File: config.mk
export PLATFORM = sky130hd
export DESIGN_NAME = uart_rx_core
export DESIGN_NICKNAME = d
export VERILOG_FILES = /design/src/rtl/uart_rx_core.sv
export SDC_FILE = /design/constraint.sdc
export NUM_CORES = 1
export LEC_CHECK = 0
export ABC_AREA = 1
export ABC_CLOCK_PERIOD_IN_PS = 1900
export BUFFER_PORTS_ARGS = -buffer_cell sky130_fd_sc_hd__buf_2
export CAP_MARGIN = 20
export CORE_MARGIN = 3
export CORE_UTILIZATION = 62
export CTS_BUF_LIST = sky130_fd_sc_hd__clkbuf_8
export CTS_CLUSTER_SIZE = 28
export DETAILED_ROUTE_END_ITERATION = 12
export HOLD_SLACK_MARGIN = 0.12
export PLACE_DENSITY = 0.91
export SLEW_MARGIN = 30
export SYNTH_ARGS = -nofsm -noshare
export SYNTH_HDL_FRONTEND = slang
export SYNTH_SLANG_ARGS = --single-unit
File: constraint.sdc
create_clock -name CLK -period 1.9 [get_ports CLK]
set_input_delay 0.095 -clock CLK [delete_from_list [all_inputs] [get_ports CLK]]
set_output_delay 0.095 -clock CLK [all_outputs]
set_load 0.02 [all_outputs]
File: src/rtl/uart_rx_core.sv
// UART receiver: 2-flop synchroniser, mid-bit 3-sample majority vote, configurable
// data/parity/stop framing, with DV/CLR_DV handshake and parity/framing/overrun flags.
module uart_rx_core #(
  parameter int unsigned DATA_BITS    = 8,
  parameter int unsigned PARITY       = 0,
  parameter int unsigned STOP_BITS    = 1,
  parameter int unsigned CLKS_PER_BIT = 868
) (
  input  logic                 CLK,
  input  logic                 RST,
  input  logic                 RX,
  input  logic                 CLR_DV,
  output logic [DATA_BITS-1:0] DATA,
  output logic                 DV,
  output logic                 PE,
  output logic                 FE,
  output logic                 OE,
  output logic                 BUSY
);

  localparam int unsigned H       = CLKS_PER_BIT / 2;
  localparam int unsigned HAS_PAR = (PARITY != 0) ? 1 : 0;
  localparam int unsigned NBITS   = 1 + DATA_BITS + HAS_PAR + STOP_BITS;
  localparam int unsigned TW      = $clog2(CLKS_PER_BIT);
  localparam int unsigned BW      = $clog2(NBITS);

  localparam logic [TW-1:0] T_S0   = TW'(H - 1);
  localparam logic [TW-1:0] T_S1   = TW'(H);
  localparam logic [TW-1:0] T_DEC  = TW'(H + 1);
  localparam logic [TW-1:0] T_WRAP = TW'(CLKS_PER_BIT - 1);
  localparam logic [BW-1:0] B_LAST_DATA = BW'(DATA_BITS);
  localparam logic [BW-1:0] B_LAST      = BW'(NBITS - 1);

  typedef enum logic [2:0] {
    S_IDLE, S_START, S_DATA, S_PAR, S_STOP, S_BREAK
  } state_t;

  state_t               state_q, state_d;
  logic                 sync1_q, sync2_q;
  logic [TW-1:0]        timer_q;
  logic [BW-1:0]        bit_q;
  logic                 s0_q, s1_q;
  logic [DATA_BITS-1:0] shift_q, data_q;
  logic                 par_q, stop_err_q;
  logic                 dv_q, pe_q, fe_q, oe_q;

  logic rx_s, busy, dec, maj, done, pe_calc;

  assign rx_s = sync2_q;
  // Third vote is the live synchronised line at the decision tick.
  assign maj  = (s0_q & s1_q) | (s0_q & rx_s) | (s1_q & rx_s);
  assign dec  = busy && (timer_q == T_DEC);

  always_ff @(posedge CLK or posedge RST) begin
    if (RST) state_q <= S_IDLE;
    else     state_q <= state_d;
  end

  always_comb begin
    state_d = state_q;
    case (state_q)
      S_IDLE:  if (!rx_s) state_d = S_START;
      S_START: if (dec) state_d = maj ? S_IDLE : S_DATA;
      S_DATA:  if (dec && bit_q == B_LAST_DATA) state_d = (HAS_PAR != 0) ? S_PAR : S_STOP;
      S_PAR:   if (dec) state_d = S_STOP;
      S_STOP:  if (dec && bit_q == B_LAST) state_d = (stop_err_q | ~maj) ? S_BREAK : S_IDLE;
      S_BREAK: if (rx_s) state_d = S_IDLE;
      default: state_d = S_IDLE;
    endcase
  end

  always_comb begin
    busy    = (state_q == S_START) || (state_q == S_DATA) ||
              (state_q == S_PAR)   || (state_q == S_STOP);
    done    = (state_q == S_STOP) && dec && (bit_q == B_LAST);
    pe_calc = (PARITY == 0) ? 1'b0 : ((^shift_q) ^ par_q ^ (PARITY == 1));
  end

  always_ff @(posedge CLK or posedge RST) begin
    if (RST) begin
      sync1_q    <= 1'b1;
      sync2_q    <= 1'b1;
      timer_q    <= '0;
      bit_q      <= '0;
      s0_q       <= 1'b1;
      s1_q       <= 1'b1;
      shift_q    <= '0;
      par_q      <= 1'b0;
      stop_err_q <= 1'b0;
      data_q     <= '0;
      dv_q       <= 1'b0;
      pe_q       <= 1'b0;
      fe_q       <= 1'b0;
      oe_q       <= 1'b0;
    end else begin
      sync1_q <= RX;
      sync2_q <= sync1_q;

      // Timer idles at zero so it is already cleared on entry to START.
      if (!busy) begin
        timer_q <= '0;
        bit_q   <= '0;
      end else if (timer_q == T_WRAP) begin
        timer_q <= '0;
        bit_q   <= bit_q + 1'b1;
      end else begin
        timer_q <= timer_q + 1'b1;
      end

      if (busy && timer_q == T_S0) s0_q <= rx_s;
      if (busy && timer_q == T_S1) s1_q <= rx_s;

      if (state_q == S_DATA && dec) shift_q <= {maj, shift_q[DATA_BITS-1:1]};
      if (state_q == S_PAR && dec)  par_q   <= maj;

      if (state_q == S_IDLE)                    stop_err_q <= 1'b0;
      else if (state_q == S_STOP && dec && !maj) stop_err_q <= 1'b1;

      if (done) begin
        data_q <= shift_q;
        pe_q   <= pe_calc;
        fe_q   <= stop_err_q | ~maj;
        dv_q   <= 1'b1;
        oe_q   <= dv_q & ~CLR_DV;
      end else if (CLR_DV) begin
        dv_q <= 1'b0;
        oe_q <= 1'b0;
      end
    end
  end

  assign DATA = data_q;
  assign DV   = dv_q;
  assign PE   = pe_q;
  assign FE   = fe_q;
  assign OE   = oe_q;
  assign BUSY = busy;

endmodule

==> results.md, run 1 <==
* Worst hold slack at 362.9 ps
* Clk buf depth at 2
* Reg2reg path depth at 6
* Setup CP Type: flip-flop to flip-flop
* Multi-input gate area at 932.1 µm²
* Dpl hpwl at 2515 µm
* DRC Markers at 0
* Setup TNS Final at 0 ps
* CP Data Arrival Time at 1820 ps
* Slew Limit Fails at 0
* CORE AREA at 3178 µm²
* Peak VDD IR at 0.4855 mV
* First DRT Iteration DRCs at 100
* Die ar. at 4187 µm²
* Drt first pass iters at 4
* Max-capacitance violation count at 0
* Slew HR at 66.43%
* Vias in the first global route at 1,499
* Routability cong. at 0.9028
* Net count after synthesis at 239
* CP Launch Type: flip-flop
* Hold path start: sync1_q
* Hold Path End: rx_s
* Detailed-route wire length per cell at 12.16 µm
* R2R Setup Slk at 260 ps
* Die Span Y at 64.71 µm
* Final wirelength at 3588 µm
* H-tree lvl count at 2
* Syn. warnings at 0
* Initial core utilization at 67.24%
* Synth cell types at 31
* Critical Path RT at 2080 ps
* Vias at 1,469
* Register area share after synthesis at 48.24%
* FF+latch area at 1031 µm²
* CTS clk-pin slew, worst paths at 70 ps
* Power Density at 617.8 nW/µm²
* First-pass GRT wire length at 6396 µm
* RR Startpoint: timer_q[0]
* Root Buffer: clkbuf_8
* Inst Count DP at 284
* Lkg Pwr at 1.194 nW
* Cell area after synthesis at 2137 µm²
* Num CTS Buffers at 5
* Port bufs at 15
* Largest net degree at the start of global routing at 42
* I/O pin total at 17
* Antenna viol nets, final at 0
* # rows at 20
* Hold Crit Class: flip-flop to flip-flop
* Total GRT Usage at 20.45%
* Final #Nets at 260
* Area leader, netlist: dfrtp_1
* Later-pin clock latency in the skew report at 300 ps
* Clock Skew at 5.324 ps
* Syn Inst Count at 229
* Final Setup Violations at 0
* Final Hold Viols at 0
* Outcome: finished clean
* Layout cells sized above 1 at 29.88%
* CTS tree: yes
* Unrepaired setup endpoints after global routing: no
* F_max at 611.1 MHz
* Global route overflow at 0
* Critical path endpoint category: flip-flop
* Worst flop-to-flop path endpoint: DATA[6]
* Minimum clock period at 1636 ps
* Initial antenna violation count at 0
* CP Max Fanout at 21
* CTS-repair resized insts at 0
* CTS Sinks at 41
* Synth Area per Inst at 9.332 µm²
* Slew @ Worst Pin at 503.6 ps
* Ant. Diodes at 0
* Die X at 64.71 µm
* Layout area overhead at 9.134%
* Share of the synthesized area in the top cell type at 43.33%
* Hold depth at 0
* Final worst path period share at 86.13%
* Finished Layout Cells at 295
* Ranking of synthesized cells by area: dfrtp_1, o21ai_2, nand2_1
* Layout fillers at 246
* Synthesized flop and latch total at 41
* Vias per cell at 4.980
[synthesized netlist by cell type]
cell type / count
dfstp_2: 4
nand2_1: 43
nor2_1: 20
nor2_8: 2
buf_4: 1
o31ai_1: 1
xor2_1: 4
inv_2: 3
nand4_1: 7
nand2_2: 15
conb_1: 1
a21oi_1: 4
xnor2_1: 1
nand3_4: 2
nor3_2: 2
and3_1: 1
o21ai_0: 1
o21a_1: 1
nand2_4: 1
o21ai_1: 4
dfrtp_1: 37
inv_1: 28
o211ai_1: 1
clkinv_2: 1
ha_1: 6
o21ai_2: 19
nand3_1: 8
nor3_1: 2
buf_6: 4
nand3_2: 2
nor2_2: 3
[worst max-delay path by stage]
stage,start,endpoint
floorplan,timer_q[0],OE
global placement,timer_q[0],OE
detailed placement,timer_q[0],DATA[7]
CTS,timer_q[0],DATA[7]
global route,timer_q[0],DATA[1]
finish,timer_q[0],DATA[6]
[layout make-up]
type | instances | area share, %
repair buffers | 19 | 4.828
well taps | 44 | 2.361
clock buffers | 5 | 2.951
multi-input cells | 151 | 39.97
inverters | 32 | 5.204
clock inverters | 3 | 0.4828
flip-flops and latches | 41 | 44.21
[cells in the final DEF, fill, tap and decap left out, drive strengths merged]
cell	synthesis	final
clkinv	1	1
ha	6	6
inv	31	34
conb	1	1
o21a	1	1
nand2	59	59
xor2	4	4
dlygate4sd3	0	3
and3	1	1
a21oi	4	4
nand4	7	7
nor3	4	4
buf	5	16
xnor2	1	1
dfstp	4	4
clkbuf	0	5
nand3	12	12
nor2	25	25
dfrtp	37	37
o211ai	1	1
o21ai	24	24
o31ai	1	1
[layer usage]
metal | track usage, % | vias to the layer above | share of wire [%]
met4 | 7.388 | 0 | 1.3
met2 | 35.38 | 26 | 48
li1 | - | 759 | -
met1 | 23.35 | 678 | 45
met3 | 6.932 | 6 | 5.2
met5 | 0 | - | 0
[worst max-delay path: stages, from the launching register on]
cell and delay [ps]:
dfrtp_1 440, ha_1 260, nand2_2 120, nor2_8 180, nand3_4 300, nand2_2 150
o21ai_2 60
[power by group]
group	internal, mW	switching, mW	leakage [nW]
registers	0.876	0.00232	0.544
logic	0.00799	0.0208	0.598
clock network	0.245	0.289	0.0519
[repair_timing]
action	in CTS	in global routing
setup buffers	0	0
hold endpoints to repair	40	0
hold buffers	3	0
[sequential cells by signal, indices dropped and copies added, names as in the netlist]
signal and cells:
timer_q 10, DATA 8, shift_q 8, bit_q 4, state_q 3, DV 1
FE 1, OE 1, rx_s 1, s0_q 1, s1_q 1, stop_err_q 1
sync1_q 1
[kinds of logic after synthesis]
family          count (synthesis)  synth area share, %
other cells                     1               0.1755
buf+inv                        37                8.138
compound gates                 31                10.95
fa+ha+maj                       6                3.513
xor+xnor                        5                2.049
simple gates                  108                26.93
flops                          41                48.24
[through the flow]
stage	total power, mW	cell area, µm²	setup WS [ps]	util (%)
final	1.441	2332	263.6	73.39
after global routing	1.485	2332	108.0	73.39
after CTS	1.444	2332	256.0	73.39
after detailed placement	0.9205	2222	274.9	69.92
after global placement	0.9200	2222	329.6	69.92
after floorplan	0.9121	2137	530.8	-
Power figures use the tool's default switching activity.
==> run 2, diff against run 1 <==
--- a/config.mk
+++ b/config.mk
@@ -9,6 +9,7 @@
 export ABC_CLOCK_PERIOD_IN_PS = 1900
 export BUFFER_PORTS_ARGS = -buffer_cell sky130_fd_sc_hd__buf_2
 export CAP_MARGIN = 20
+export CORE_ASPECT_RATIO = 2
 export CORE_MARGIN = 3
 export CORE_UTILIZATION = 62
 export CTS_BUF_LIST = sky130_fd_sc_hd__clkbuf_8
==> constraint.sdc (replaced) <==
create_clock -name CLK -period 1.9 [get_ports CLK]
set_input_delay 0.38 -clock CLK [delete_from_list [all_inputs] [get_ports CLK]]
set_output_delay 0.38 -clock CLK [all_outputs]
set_load 0.02 [all_outputs]
==> run 2 against run 1 <==
  * Via count up 3.7%
  * Clock-buffer cell count up 1
  * Power up 14%
  * Cell count down 4.7%
  * Critical endpoint is now BUSY
  * Largest cell class unchanged
  * Largest power group unchanged
==> results.md, run 2 (synthesized netlist as in run 1, its figures left out) <==
* Outcome: finished clean
* Die X at 47.52 µm (-27%)
* # rows at 29 (+45%)
* Most flop-heavy register: timer_q
* Critical-path cell list: nor2_1 > nand2_1 > nand2_4 > buf_2
* Final worst path period share at 93.81% (+7.7 points)
* Largest stage delay on the critical path at 440 ps (about the same)
* Critical Path RT at 1520 ps (-560 ps)
* Commonest non-fill, non-tap cell in the layout: nand2_1
* Final core utilization at 72.72% (-0.66 points)
* Peak VDD IR at 0.7166 mV (+48%)
* Root Buffer: clkbuf_8
* Clock Skew at 6.302 ps (+0.9787 ps)
* CP Data Arrival Time at 1400 ps (-420 ps)
* Antenna viol nets, final at 0 (unchanged)
* Power Density at 697.2 nW/µm² (+13%)
* CORE AREA at 3229 µm² (+1.6%)
* CTS tree: yes
* Vias at 1,523 (+3.7%)
* Met3 wire length at 116 µm (-38%)
* Detailed-route wire length per cell at 13.17 µm (+8.3%)
* Largest net degree at the start of global routing at 22 (-48%)
* Layout fillers at 228 (-7.3%)
* H-tree lvl count at 2 (unchanged)
* Drt first pass iters at 4 (unchanged)
* Top Metal Used: met4
* Lkg Pwr at 1.197 nW (+0.26%)
* Num CTS Buffers at 5 (unchanged)
* Slew Limit Fails at 0 (unchanged)
* Initial antenna violation count at 0 (unchanged)
* Critical path endpoint category: output port
* CTS Sinks at 41 (unchanged)
* DRC Markers at 0 (unchanged)
* I/O pin total at 17 (unchanged)
* Final #Nets at 259 (-0.38%)
* Vias in the first global route at 1,535 (+2.4%)
* Port bufs at 15 (unchanged)
* Layout cells sized above 1 at 31.60% (+1.7 points)
* Dpl hpwl at 2744 µm (+9.1%)
* Global route overflow at 0 (unchanged)
* Ant. Diodes at 0 (unchanged)
* Number of setup buffers added after CTS at 0 (unchanged)
* Later-pin clock latency in the skew report at 300 ps (about the same)
* Worst Path Buf+Inv at 1 (+1)
* Met2 wire length at 2105 µm (+21%)
* Final Setup Violations at 0 (unchanged)
* Most frequent cells in the layout: nand2_1, dfrtp_1, inv_1
* CP Max Fanout at 8 (-62%)
* Setup CP Type: flip-flop to output port
* First DRT Iteration DRCs at 58 (-42%)
* Hold Crit Class: input pin to flip-flop
* Clk buf depth at 2 (unchanged)
* Final wirelength at 3702 µm (+3.2%)
* Max-capacitance violation count at 0 (unchanged)
* CP Launch Type: flip-flop
* Max reg flops at 10 (unchanged)
* Metal1 wirelength at 1332 µm (-18%)
* Unrepaired setup endpoints after global routing: no
* Slowest cell on the critical path: dfrtp_1
* Setup TNS Final at 0 ps (unchanged)
* Minimum clock period at 1782 ps (+145.9 ps)
* Layout area overhead at 9.894%
* First-pass GRT wire length at 6354 µm (-0.66%)
* Die ar. at 4230 µm² (+1.0%)
* Worst hold slack at 172.2 ps (-190.7 ps)
* Vias per cell at 5.420 (+8.8%)
* Total GRT Usage at 21.37% (+0.91 points)
* Initial core utilization at 66.18% (-1.1 points)
* CTS clk-pin slew, worst paths at 80 ps (about the same)
* Family with the most delay on the worst path: simple AND/OR/NAND/NOR gates
* Die Span Y at 89.03 µm (+38%)
* Final Hold Viols at 0 (unchanged)
* F_max at 561.1 MHz (-8.2%)
* Routability cong. at 0.8910 (-1.3%)
==> run 2: final timing paths <==
path / start / to / slack, ps / cells past startpoint
setup / recovery: state_q[0] / BUSY / 120 / 4
hold / removal: RX / sync1_q / 170 / 1
setup reg to reg: timer_q[0] / FE / 270 / 6
hold reg to reg: sync1_q / rx_s / 360 / 0
max in group asynchronous: RST / rx_s / 680 / 4
min in group asynchronous: RST / shift_q[4] / 600 / 3
==> run 2: where the power goes <==
part | internal, mW | leakage [nW] | switching (mW)
combinational | 0.00660 | 0.596 | 0.0208
sequential | 0.876 | 0.544 | 0.00212
clock | 0.427 | 0.0574 | 0.305
==> run 2: per-stage QoR <==
| step | area, µm² | instances | setup WS [ps] | power [mW] |
|---|---|---|---|---|
| 2_1_floorplan | 2137 | 229 | 530.8 | 0.9121 |
| 6_report | 2349 | 281 | 117.7 | 1.637 |
| 5_1_grt | 2349 | 281 | 24.53 | 1.704 |
| 3_3_place_gp | 2213 | 272 | 345.5 | 0.9221 |
| 3_5_place_dp | 2213 | 272 | 277.3 | 0.9222 |
| 4_1_cts | 2344 | 281 | 75.98 | 1.654 |
==> run 2: what timing repair did <==
action / 4_1_cts / 5_1_grt
gates resized for setup: 0 / 1
hold endpoints to repair: 8 / 0
hold buffers: 1 / 0
endpoints found under the setup margin: 0 / 1
==> run 2: metal layers <==
metal  global-route usage [%]  vias to the layer above
met3                    4.435                       14
met5                        0                        -
met2                    36.43                       36
li1                         -                      760
met1                    21.83                      713
met4                    14.36                        0
==> run 2: final cells by class <==
| cell class | count | area (µm²) | area share, % |
|---|---|---|---|
| tap | 31 | 38.79 | 1.652 |
| clock inverter | 2 | 37.54 | 1.598 |
| clock buffer | 6 | 82.58 | 3.516 |
| inverter | 32 | 121.4 | 5.168 |
| multi-input combinational | 151 | 937.1 | 39.90 |
| sequential | 41 | 1031 | 43.90 |
| timing repair buffer | 18 | 100.1 | 4.262 |
==> run 2: worst register-to-register path, stage by stage (launching register included) <==
cell	delay [ps]
dfrtp_1	440
ha_1	250
nand2_2	110
nor2_8	190
nand3_4	300
nand2_2	160
o21ai_2	60
==> run 3, diff against run 2 <==
==> config.mk (replaced) <==
export PLATFORM = sky130hd
export DESIGN_NAME = uart_rx_core
export DESIGN_NICKNAME = d
export VERILOG_FILES = /design/src/rtl/uart_rx_core.sv
export SDC_FILE = /design/constraint.sdc
export NUM_CORES = 1
export LEC_CHECK = 0
export ABC_CLOCK_PERIOD_IN_PS = 1900
export BUFFER_PORTS_ARGS = -buffer_cell sky130_fd_sc_hd__buf_2
export CAP_MARGIN = 20
export CORE_ASPECT_RATIO = 2
export CORE_MARGIN = 3
export CORE_UTILIZATION = 61
export CTS_BUF_LIST = sky130_fd_sc_hd__clkbuf_4 sky130_fd_sc_hd__clkbuf_8
export CTS_CLUSTER_SIZE = 28
export DETAILED_ROUTE_END_ITERATION = 12
export HOLD_SLACK_MARGIN = 0.12
export PLACE_DENSITY = 0.9
export SLEW_MARGIN = 30
export SYNTH_ARGS = -nofsm -noshare
export SYNTH_HDL_FRONTEND = slang
export SYNTH_SLANG_ARGS = --single-unit
==> run 3 against run 2 <==
  * Area after synthesis down 8.3%
  * Clock power is 19% lower
  * Utilization up 3.2 points
  * Critical endpoint unchanged
==> results.md, run 3 <==
* Power Density at 652.3 nW/µm² (-6.4%)
* F_max at 560.0 MHz (-0.19%)
* First DRT Iteration DRCs at 55 (-5.2%)
* I/O pin total at 17 (unchanged)
* Worst hold slack at 169.6 ps (-2.639 ps)
* DRC Markers at 0 (unchanged)
* Worst flop-to-flop path endpoint: DATA[2]
* Final #Nets at 208 (-20%)
* Critical Path End: BUSY
* Unrepaired setup endpoints after global routing: no
* Cell area after synthesis at 1961 µm² (-8.3%)
* Commonest cells post-synth: dfrtp_1, nor2_1, mux2_2, nand3_1, nand2_1
* Lkg Pwr at 1.159 nW (-3.2%)
* Layout area overhead at 16.72%
* Total GRT Usage at 23.28% (+1.9 points)
* Detailed-route wire length per cell at 17.08 µm (+30%)
* Slew HR at 66.40%
* Final Setup Violations at 0 (unchanged)
* Hold Crit Class: input pin to flip-flop
* Async set or reset register ratio after synthesis at 100.0% (unchanged)
* CP Launch Type: flip-flop
* Drt first pass iters at 4 (unchanged)
* CP Data Arrival Time at 1410 ps (about the same)
* Setup TNS Final at 0 ps (unchanged)
* Syn. warnings at 0 (unchanged)
* Clk buf depth at 2 (unchanged)
* Most frequent cell after synthesis: dfrtp_1
* Area leader, netlist: dfrtp_1
* Post-synth EDFFs at 0 (unchanged)
* Antenna viol nets, final at 0 (unchanged)
* Synthesized flop and latch total at 41 (unchanged)
* Net count after synthesis at 177 (-26%)
* Critical path endpoint category: output port
* Die ar. at 3972 µm² (-6.1%)
* Combinational share of power at 1.6% (about the same)
* H-tree lvl count at 2 (unchanged)
* Commonest non-fill, non-tap cell in the layout: dfrtp_1
* NetSw at 0.3181 mW (-3.0%)
* Setup CP Type: flip-flop to output port
* Number of setup buffers added after CTS at 0 (unchanged)
* Minimum clock period at 1786 ps (+3.439 ps)
* Synth cell types at 39 (+26%)
* Max-capacitance violation count at 0 (unchanged)
* Share of the synthesized area in the top cell type at 47.22% (+3.9 points)
* Crit. Startpoint: state_q[1]
* Critical Path RT at 1520 ps (about the same)
* # rows at 28 (-3.4%)
* Slew @ Worst Pin at 504.0 ps
* Ant. Diodes at 0 (unchanged)
* Vias in the first global route at 1,482 (-3.5%)
* CP Max Fanout at 6 (-2)
* CTS tree: yes
* Most flop-heavy register: timer_q
* Layout cells sized above 1 at 35.18% (+3.6 points)
* Initial antenna violation count at 0 (unchanged)
* Final total power at 1.493 mW (-8.8%)
* Dpl hpwl at 2765 µm (+0.78%)
* Clock power frac at 39.5% (-5.2 points)
* Die X at 46.09 µm (-3.0%)
* RR Startpoint: timer_q[1]
* Final worst path period share at 93.99% (+0.18 points)
* Reg2reg path depth at 7 (+1)
* CTS clk-pin slew, worst paths at 80 ps (about the same)
* Global route overflow at 0 (unchanged)
* Root Buffer: clkbuf_8
* Sw frac at 21.31% (+1.3 points)
* Most frequent cells in the layout: dfrtp_1, nor2_1, buf_2
* CTS Sinks at 41 (unchanged)
* Outcome: finished clean
* Vias per cell at 5.961 (+10%)
* CORE AREA at 3013 µm² (-6.7%)
* R2R Setup Slk at 120 ps (-150 ps)
* Internal at 1.175 mW (-10%)
* Die Span Y at 86.18 µm (-3.2%)
* Max reg flops at 10 (unchanged)
* Peak VDD IR at 0.6510 mV (-9.2%)
* Vias at 1,365 (-10%)
* Final core utilization at 75.96% (+3.2 points)
* Slew Limit Fails at 0 (unchanged)
* Reg power frac at 58.8% (+5.2 points)
* Clock Skew at 8.675 ps (+2.372 ps)
* Final Hold Viols at 0 (unchanged)
* Ys flop type: dfrtp_1
* Routability cong. at 0.7957 (-11%)
* Layout fillers at 191 (-16%)
* Port bufs at 15 (unchanged)
* Num CTS Buffers at 5 (unchanged)
* Register area share after synthesis at 52.58% (+4.3 points)
* Syn Inst Count at 167 (-27%)
* Synth Area per Inst at 11.74 µm² (+26%)
* First-pass GRT wire length at 6617 µm (+4.1%)
* Largest net degree at the start of global routing at 42 (+91%)
* Ranking of synthesized cells by area: dfrtp_1, mux2_2, mux2_4
* Final wirelength at 3911 µm (+5.6%)
* Later-pin clock latency in the skew report at 300 ps (about the same)
* Initial core utilization at 65.07% (-1.1 points)
==> run 3: cell families after synthesis <==
group,Yosys count,synth area share [%]
AOI/OAI and AO/OA,14,4.658
xor gates and xnor gates,11,4.914
adders and majority gates,7,4.339
buffers and inverters,13,3.190
DFF,41,52.58
muxes,21,13.47
other,1,0.1913
and+or+nand+nor,59,16.66
==> run 3: critical path, cell delays in order, from the launching register on <==
cell     delay (ps)
dfrtp_2         470
nor2_4          170
xnor2_1         190
inv_2           110
buf_2           170
==> run 3: per-stage QoR <==
| stage | cell area [µm²] | setup slack, ps | std cells |
|---|---|---|---|
| detailed placement | 2167 | 9.551 | 221 |
| finish | 2288 | 114.3 | 229 |
| global route | 2288 | 19.97 | 229 |
| global placement | 2167 | 72.34 | 221 |
| floorplan | 1973 | 25.33 | 167 |
| CTS | 2271 | 30.51 | 229 |
==> run 3: worst min-delay path by stage <==
stage | startpoint | endpoint | slack (ps) | cells past startpoint
2_1_floorplan | sync1_q | rx_s | 350 | 0
3_3_place_gp | sync1_q | rx_s | 350 | 0
3_5_place_dp | sync1_q | rx_s | 350 | 0
4_1_cts | RX | sync1_q | 160 | 1
5_1_grt | RX | sync1_q | 160 | 1
6_report | RX | sync1_q | 170 | 1
==> run 3: layout make-up <==
class	instances	area [µm²]	share of cell area (%)
Clock inverter	2	13.76	0.6014
Multi-Input combinational cell	113	902.1	39.42
Clock buffer	6	82.58	3.609
Timing Repair Buffer	28	185.2	8.092
Sequential cell	41	1033	45.16
Inverter	9	33.78	1.476
Tap cell	30	37.54	1.640
==> run 3: routing by layer <==
| metal | GRT usage, % | part of all wire (%) |
|---|---|---|
| met1 | 23.05 | 36 |
| met2 | 40.45 | 57 |
| met3 | 4.574 | 3.7 |
| met4 | 15.54 | 3.6 |
| met5 | 0 | 0 |
==> run 3: power groups by stage <==
stage | clock [mW] | sequential (mW) | combinational [mW]
2_1_floorplan | 0 | 0.894 | 0.0174
3_3_place_gp | 0 | 0.895 | 0.0240
3_5_place_dp | 0 | 0.895 | 0.0248
4_1_cts | 0.607 | 0.878 | 0.0247
5_1_grt | 0.632 | 0.878 | 0.0269
6_report | 0.590 | 0.878 | 0.0241
==> run 3: timing repair <==
item,in CTS,in global routing
gates resized for setup,2,6
setup endpoints to repair,9,12
hold buffers,0,0
